## src/rtl/sik_fetch_if.sv

```systemverilog
// Fetch-stage bus: instruction-memory port, decode-facing output register,
// and the redirect/halt/stall controls coming back from downstream.
interface sik_fetch_if;
    logic [15:0] imem_addr;
    logic [15:0] imem_data;
    logic        stall;
    logic        redirect_valid;
    logic        redirect_tid;
    logic [15:0] redirect_pc;
    logic        halt_req;
    logic        halt_tid;
    logic        out_valid;
    logic        out_tid;
    logic [15:0] out_pc;
    logic [15:0] out_inst;
    logic        out_has_pre;
    logic [3:0]  out_pre;
    logic [1:0]  halted;
    logic        all_halted;

    modport master (
        output imem_addr, out_valid, out_tid, out_pc, out_inst, out_has_pre, out_pre,
               halted, all_halted,
        input  imem_data, stall, redirect_valid, redirect_tid, redirect_pc,
               halt_req, halt_tid
    );

    modport slave (
        input  imem_addr, out_valid, out_tid, out_pc, out_inst, out_has_pre, out_pre,
               halted, all_halted,
        output imem_data, stall, redirect_valid, redirect_tid, redirect_pc,
               halt_req, halt_tid
    );
endinterface

```

## src/rtl/sik_fetch.sv

```systemverilog
// Dual-thread round-robin instruction fetch for the SIK stack processor;
// folds pre words into a per-thread prefix register and honours redirect/halt.
module sik_fetch #(
    parameter logic [15:0] PC0_INIT = 16'h0000,
    parameter logic [15:0] PC1_INIT = 16'h8000
) (
    input  logic            clk,
    input  logic            reset,
    sik_fetch_if.master     bus
);

    logic [1:0][15:0] pc_q, pc_d;
    logic [1:0][3:0]  pre_val_q, pre_val_d;
    logic [1:0]       pre_ok_q, pre_ok_d;
    logic [1:0]       halted_q, halted_d;
    logic             all_halted_q, all_halted_d;
    logic             last_tid_q, last_tid_d;
    logic             out_valid_q, out_valid_d;
    logic             out_tid_q, out_tid_d;
    logic [15:0]      out_pc_q, out_pc_d;
    logic [15:0]      out_inst_q, out_inst_d;
    logic             out_has_pre_q, out_has_pre_d;
    logic [3:0]       out_pre_q, out_pre_d;

    logic             sel_s;
    logic             can_fetch_s;
    logic             fetch_s;
    logic             kill_s;
    logic             is_pre_s;
    logic [1:0]       rd_hit_s;
    logic [1:0]       hd_hit_s;

    // Thread selection: prefer the other thread, fall back to the same one.
    always_comb begin
        if (!halted_q[~last_tid_q]) begin
            sel_s       = ~last_tid_q;
            can_fetch_s = 1'b1;
        end else if (!halted_q[last_tid_q]) begin
            sel_s       = last_tid_q;
            can_fetch_s = 1'b1;
        end else begin
            sel_s       = last_tid_q;
            can_fetch_s = 1'b0;
        end
    end

    assign bus.imem_addr = pc_q[sel_s];
    assign fetch_s       = can_fetch_s & ~bus.stall;
    assign rd_hit_s      = {bus.redirect_valid & bus.redirect_tid, bus.redirect_valid & ~bus.redirect_tid};
    assign hd_hit_s      = {bus.halt_req & bus.halt_tid, bus.halt_req & ~bus.halt_tid};
    assign kill_s        = rd_hit_s[sel_s] | hd_hit_s[sel_s];
    assign is_pre_s      = (bus.imem_data[15:12] == 4'hF);

    // Next-state: fetch/prefix fold, then redirect and halt overrides.
    always_comb begin
        pc_d          = pc_q;
        pre_val_d     = pre_val_q;
        pre_ok_d      = pre_ok_q;
        last_tid_d    = last_tid_q;
        out_valid_d   = out_valid_q;
        out_tid_d     = out_tid_q;
        out_pc_d      = out_pc_q;
        out_inst_d    = out_inst_q;
        out_has_pre_d = out_has_pre_q;
        out_pre_d     = out_pre_q;

        if (fetch_s) begin
            last_tid_d    = sel_s;
            pc_d[sel_s]   = pc_q[sel_s] + 16'd1;
            if (!kill_s && is_pre_s) begin
                pre_val_d[sel_s] = bus.imem_data[3:0];
                pre_ok_d[sel_s]  = 1'b1;
                out_valid_d      = 1'b0;
            end else if (!kill_s) begin
                out_valid_d     = 1'b1;
                out_tid_d       = sel_s;
                out_pc_d        = pc_q[sel_s];
                out_inst_d      = bus.imem_data;
                out_has_pre_d   = pre_ok_q[sel_s];
                out_pre_d       = pre_val_q[sel_s];
                pre_ok_d[sel_s] = 1'b0;
            end else begin
                out_valid_d = 1'b0;
            end
        end else if (!bus.stall) begin
            out_valid_d = 1'b0;
        end else begin
            out_valid_d = out_valid_q;
        end

        // The held instruction is stale once its own thread is redirected or halted.
        out_valid_d = out_valid_d & ~(rd_hit_s[out_tid_d] | hd_hit_s[out_tid_d]);
        for (int t = 0; t < 2; t++) begin
            pc_d[t]     = rd_hit_s[t] ? bus.redirect_pc : pc_d[t];
            pre_ok_d[t] = pre_ok_d[t] & ~rd_hit_s[t];
            halted_d[t] = halted_q[t] | hd_hit_s[t];
        end
        all_halted_d = &halted_d;
    end

    // State and output registers.
    always_ff @(posedge clk or posedge reset) begin
        if (reset) begin
            pc_q          <= {PC1_INIT, PC0_INIT};
            pre_val_q     <= 8'h00;
            pre_ok_q      <= 2'b00;
            halted_q      <= 2'b00;
            all_halted_q  <= 1'b0;
            last_tid_q    <= 1'b1;
            out_valid_q   <= 1'b0;
            out_tid_q     <= 1'b0;
            out_pc_q      <= 16'h0000;
            out_inst_q    <= 16'h0000;
            out_has_pre_q <= 1'b0;
            out_pre_q     <= 4'h0;
        end else begin
            pc_q          <= pc_d;
            pre_val_q     <= pre_val_d;
            pre_ok_q      <= pre_ok_d;
            halted_q      <= halted_d;
            all_halted_q  <= all_halted_d;
            last_tid_q    <= last_tid_d;
            out_valid_q   <= out_valid_d;
            out_tid_q     <= out_tid_d;
            out_pc_q      <= out_pc_d;
            out_inst_q    <= out_inst_d;
            out_has_pre_q <= out_has_pre_d;
            out_pre_q     <= out_pre_d;
        end
    end

    assign bus.out_valid   = out_valid_q;
    assign bus.out_tid     = out_tid_q;
    assign bus.out_pc      = out_pc_q;
    assign bus.out_inst    = out_inst_q;
    assign bus.out_has_pre = out_has_pre_q;
    assign bus.out_pre     = out_pre_q;
    assign bus.halted      = halted_q;
    assign bus.all_halted  = all_halted_q;

endmodule

```

## src/flat_wrapper.sv

```systemverilog
// flat-port wrapper written by rule: the top's interface ports become plain ports
module sik_fetch_flat 
#(
    parameter logic [15:0] PC0_INIT = 16'h0000,
    parameter logic [15:0] PC1_INIT = 16'h8000
)
  (clk, reset, bus_imem_addr, bus_out_valid, bus_out_tid, bus_out_pc, bus_out_inst, bus_out_has_pre, bus_out_pre, bus_halted, bus_all_halted, bus_imem_data, bus_stall, bus_redirect_valid, bus_redirect_tid, bus_redirect_pc, bus_halt_req, bus_halt_tid);
  sik_fetch_if bus_i ();
  input  logic clk;
  input  logic reset;
  output wire logic [$bits(bus_i.imem_addr)-1:0] bus_imem_addr;
  output wire logic [$bits(bus_i.out_valid)-1:0] bus_out_valid;
  output wire logic [$bits(bus_i.out_tid)-1:0] bus_out_tid;
  output wire logic [$bits(bus_i.out_pc)-1:0] bus_out_pc;
  output wire logic [$bits(bus_i.out_inst)-1:0] bus_out_inst;
  output wire logic [$bits(bus_i.out_has_pre)-1:0] bus_out_has_pre;
  output wire logic [$bits(bus_i.out_pre)-1:0] bus_out_pre;
  output wire logic [$bits(bus_i.halted)-1:0] bus_halted;
  output wire logic [$bits(bus_i.all_halted)-1:0] bus_all_halted;
  input wire logic [$bits(bus_i.imem_data)-1:0] bus_imem_data;
  input wire logic [$bits(bus_i.stall)-1:0] bus_stall;
  input wire logic [$bits(bus_i.redirect_valid)-1:0] bus_redirect_valid;
  input wire logic [$bits(bus_i.redirect_tid)-1:0] bus_redirect_tid;
  input wire logic [$bits(bus_i.redirect_pc)-1:0] bus_redirect_pc;
  input wire logic [$bits(bus_i.halt_req)-1:0] bus_halt_req;
  input wire logic [$bits(bus_i.halt_tid)-1:0] bus_halt_tid;
  assign bus_imem_addr = bus_i.imem_addr;
  assign bus_out_valid = bus_i.out_valid;
  assign bus_out_tid = bus_i.out_tid;
  assign bus_out_pc = bus_i.out_pc;
  assign bus_out_inst = bus_i.out_inst;
  assign bus_out_has_pre = bus_i.out_has_pre;
  assign bus_out_pre = bus_i.out_pre;
  assign bus_halted = bus_i.halted;
  assign bus_all_halted = bus_i.all_halted;
  assign bus_i.imem_data = bus_imem_data;
  assign bus_i.stall = bus_stall;
  assign bus_i.redirect_valid = bus_redirect_valid;
  assign bus_i.redirect_tid = bus_redirect_tid;
  assign bus_i.redirect_pc = bus_redirect_pc;
  assign bus_i.halt_req = bus_halt_req;
  assign bus_i.halt_tid = bus_halt_tid;
  sik_fetch #(.PC0_INIT(PC0_INIT), .PC1_INIT(PC1_INIT)) u_core (.clk(clk), .reset(reset), .bus(bus_i));
endmodule
```

## config.mk

```make
export PLATFORM = sky130hd
export DESIGN_NAME = sik_fetch_flat
export DESIGN_NICKNAME = d
export VERILOG_FILES = /design/src/rtl/sik_fetch_if.sv /design/src/rtl/sik_fetch.sv /design/src/flat_wrapper.sv
export SDC_FILE = /design/constraint.sdc
export NUM_CORES = 1
export LEC_CHECK = 0
export ABC_AREA = 1
export BUFFER_PORTS_ARGS = -buffer_cell sky130_fd_sc_hd__buf_4
export CORE_MARGIN = 2
export CORE_UTILIZATION = 54
export DETAILED_ROUTE_END_ITERATION = 6
export GPL_TIMING_DRIVEN = 1
export PLACE_DENSITY = 0.83
export SYNTH_ARGS = -nofsm -noshare
export SYNTH_HDL_FRONTEND = slang
export SYNTH_SLANG_ARGS = --single-unit
```

## constraint.sdc

```tcl
create_clock -name clk -period 3.2 [get_ports clk]
set_input_delay 0.64 -clock clk [delete_from_list [all_inputs] [get_ports clk]]
set_output_delay 0.64 -clock clk [all_outputs]
set_load 0.01 [all_outputs]
```

Word-level counts from Yosys, hierarchy flattened
Cells that the tools add are included.

Register bits: 85. Input port bits: 39. Output and inout bits: 58. Word-level logic and storage cells: 95.

$add $sub $neg: 1. Magnitude comparators: 5. Equal/unequal tests: 1. Muxes and demuxes: 42. Bitwise gates (word level): 24. Reduce and logical (&&, ||, !) cells: 8.

Operators with widths (count): $mux W16 (5); $bwmux W32 (1); $mux W32 (1); $mux W1 (25); $add A16 B1 Y16 const B (1); $demux W16 S1 (1); $mux W4 (3); $not A1 Y1 (9); $and A1 B1 Y1 (8); $bwmux W8 (1); $lt A1 B2 Y1 const B (4); $mux W2 (3); $demux W4 S1 (1); $eq A4 B4 Y1 const B (1); $or A1 B1 Y1 (4); $reduce_and A2 Y1 (2); $reduce_bool A2 Y1 (2); $reduce_and A3 Y1 (1); $and A2 B2 Y2 (1); $logic_and A1 B1 Y1 (2); $not A2 Y2 (1); $or A2 B2 Y2 (1); $demux W1 S1 (1); $ge A1 B1 Y1 const B (1); $logic_not A1 Y1 (1).

Depth between registers and ports, before layout
Depth in word-level cells: 16. Depth in mapped cells: 13. Mapped depth without buffers: 12.

Worst setup path before layout
No wires, ideal clock.

Path type: register to output. Start: reg u_core.last_tid_q. End: out bus_imem_addr[15]. Arrival time: 1351 ps. Data required time: 2560 ps. Slack: 1209 ps. Stages on the path, launching flop included: 6. Path through: dfstp_2 inv_1 nand2_4 nand2_2 buf_2 o21ai_0.

Longest elaborated chain between the ends: 5. Elaborated cells between the ends (all ways): 6. Those cells by class: mux: 5; bitwise: 1.

RTL lines: from (decl) (line sik_fetch.sv:17) `logic last_tid_q, last_tid_d;`; from (signal assigned) (line sik_fetch.sv:122) `last_tid_q <= last_tid_d;`; $mux W1 (implied by the code) (2 in series) (line sik_fetch.sv:35) `if (!halted_q[~last_tid_q]) begin`; $mux W1 (*) (line sik_fetch.sv:35); $mux W16 (implied by the code) (*) (2 in series) (line sik_fetch.sv:47) `assign bus.imem_addr = pc_q[sel_s];`; to (decl) (line flat_wrapper.sv:11) `output wire logic [$bits(bus_i.imem_addr)-1:0] bus_imem_addr;`.

Mark *: on every way between the ends. The rest lies on a longest branch, timed or not. The select of a mux whose other input is x is not followed.

Final worst setup path
Same ends and word-level chain as after synthesis.

==> metrics.cfg <==
[sta]
hold_viol=0
rsz0062_at_grt=no
period_minus_slack_ns=2.664
setup_tns_ns=0
worstMarginPinSlew_ns=0.7004
report.final.slew_viol_count=0
setup_viol=0
setup_ws_ns=0.5364
fmax_mhz=375.4
slew_headroom_pct=53.25
fin_crit_sh_pct=83.24
clock_skew_ns=0.007623

[grt]
grt_max_degree=47
grt_usage_pct=28.67
first_global_vias=4001
antenna_found_initial=0
grt_pass1_wl_mm=19.42
grt_overflow=0

[setup_path]
cp_num_buf_inv=2
critPathCapture=bus_imem_addr[15]
crit_fanout=23
r2r_start=u_core.last_tid_q$_DFFE_PP1N_
cp.depth=5
critical_path.max_stage_delay_ns=0.57
crit_family=flip-flops
r2r_slack_ns=0.76
crit_chain=inv_1 -> nand2_4 -> nand2_2 -> o21ai_0 -> buf_4
critical_path_required_ns=2.56
arrival_ns=2.02
path_class=reg2out
slowest_stage=dfstp_2
r2r-end=u_core.pc_q[14]$_DFFE_PP0P_
critPathCaptureType=output pin
critPathLaunchType=flip-flop
startpoint=u_core.last_tid_q$_DFFE_PP1N_
r2r_cells=10

[finish]
final_layout_size_suffix_gt1_share_pct=23.64
areaGrowthSynthToFinish_pct=24.51
n_antenna_cell=0
utilization_pct=68.95
fin_area_um2=5300
fin_nets=678

[yosys]
synth_commonest_cells=nand2_1, dfrtp_1, nand3_1, inv_1, a22oi_1
ys.flop_type=dfrtp_1
seq_area_frac_synth_pct=50.03
synth_compound_area_share_pct=12.82
synth_area_um2=4257
synth-seq-cells=85
synthArstFlopShare_pct=100.0
synth_area_leaders=dfrtp_1, nand2_1, nand3_1, a22oi_1, inv_1
yosysTopAreaCell=dfrtp_1
synth.avg_cell_area_um2=7.912
synthAdderAreaFrac_pct=0.2939
synth.distinct_cells=30
synthXorXnorAreaFrac_pct=1.029
synth_mux_area_share_pct=0
syn-num-nets=578
yosys_warnings=0
yosysMostFrequentCell=nand2_1
syn_inst=538
yosys.area_share.simple_pct=29.34
synth_top_family_by_area=simple AND/OR/NAND/NOR gates
synth_edf_count=0
synth_top_area_share_pct=48.79

[routing]
wirelength_mm=11.84
drc=0
vias=4199
drtIter0Drc=286
drt_first_pass_iters=6
post_drt_via_cell_ratio=5.636
antenna_left=0
wire_per_inst_um=15.89

[clock_tree]
clk_latency_ns=0.36
hold_buffers=0
root_buffer=clkbuf_8
cts_setup_buffers=0
cts_buffers=9
cts_tree=built
cts_buffer_depth=2
cts_resized=0
cts.sinks=85
htreeDepth=3
clkSlewWorstSetupHoldPaths_ns=0.09

[run_status]
outcome=finished clean

[placement]
dp_slack_ns=0.7871
post-dp-hpwl_mm=8.303
routabilityCongestion=0.9615
io_buffers=96
dpl_cell_area_um2=5109

[power_and_ir_drop]
p_leak_uw=0.002818
powerDensity_nw_per_um2=458.4
ir_drop_mv=0.3193

[run]
cap_violations=0

[floorplan]
core_um2=7687
fp.dieH_um=92.79
die_area_um2=8609
rows=32
initial_core_util_pct=55.37
fp.dieW_um=92.79
io_pins=97

[worst_hold_path]
hold_path.class=in2async

## cell families (layout without fill, tap and decap cells)
group	count (synthesis)	after routing
flip-flops	85	85
AND/OR/NAND/NOR	295	295
adder cells (fa/ha/maj)	1	1
XOR/XNOR	5	5
buffers and inverters	68	173
AO/OA/AOI/OAI	84	84
## per-layer routing
layer / wire length [um] / track usage, % / vias to the layer above
met5: 0 / 0 / -
met4: 161 / 9.681 / 0
met3: 1082 / 4.882 / 20
met2: 5623 / 46.56 / 229
met1: 4974 / 39.22 / 1981
li1: - / - / 1969
## through the flow
step / power (uW) / cells / hold WS, ns
6_report: 2429 / 745 / 0.3696
5_1_grt: 2549 / 745 / 0.4135
4_1_cts: 2434 / 745 / 0.3839
3_5_place_dp: 1702 / 729 / 0.4671
3_3_place_gp: 1688 / 729 / 0.4646
2_1_floorplan: 1489 / 538 / 0.4537
## worst min path at each step
stage	to	slack (ns)	from
4_1_cts	u_core.bus.out_inst[7]$_DFFE_PP0P_	0.38	reset
2_1_floorplan	u_core.pre_val_q[0]$_DFFE_PP0P_	0.45	u_core.pre_val_q[0]$_DFFE_PP0P_
3_3_place_gp	u_core.bus.out_inst[15]$_DFFE_PP0P_	0.46	u_core.bus.out_inst[15]$_DFFE_PP0P_
5_1_grt	u_core.bus.out_inst[3]$_DFFE_PP0P_	0.41	reset
6_report	u_core.bus.out_inst[7]$_DFFE_PP0P_	0.37	reset
3_5_place_dp	u_core.bus.out_pc[1]$_DFFE_PP0P_	0.47	u_core.bus.out_pc[1]$_DFFE_PP0P_
## flip-flops by register name, indices dropped and copies added (netlist names)
signal and cells:
u_core.bus.out_pc 16, u_core.pre_val_q 8, u_core.bus.out_has_pre 1, u_core.bus.out_tid 1, u_core.last_tid_q 1, u_core.pre_ok_q 2
u_core.bus.all_halted 1, u_core.bus.halted 2, u_core.pc_q 32, u_core.bus.out_valid 1, u_core.bus.out_pre 4, u_core.bus.out_inst 16
## cells in the final DEF (no fill, tap or decap), types with 3 or more instances in the layout
cell / count
a21oi_1: 3
o21ai_1: 22
a22oi_1: 28
nand2_2: 4
nor2_1: 25
buf_4: 105
clkbuf_8: 10
nand2_1: 195
nand3_1: 53
o31ai_2: 5
nor2_2: 6
inv_1: 43
inv_2: 5
dfrtp_1: 83
xor2_1: 4
o21ai_0: 21
nand4_1: 6
## cell type report
cell class                      instances  area, um^2
Timing Repair Buffer                  106       808.3
Clock buffer                           10       137.6
Fill cell                             652        2387
Sequential cell                        85        2130
Multi-Input combinational cell        385        1851
Tap cell                              102       127.6
Inverter                               51       192.7
Clock inverter                          6       53.80
## power breakdown
group          leakage (uW)  switching [uW]  internal, uW
registers           0.00108            59.1          1150
clock network     0.0000954             422           317
logic               0.00164             281           198
total               0.00282             762          1670
(Power assumes the default switching activity.)
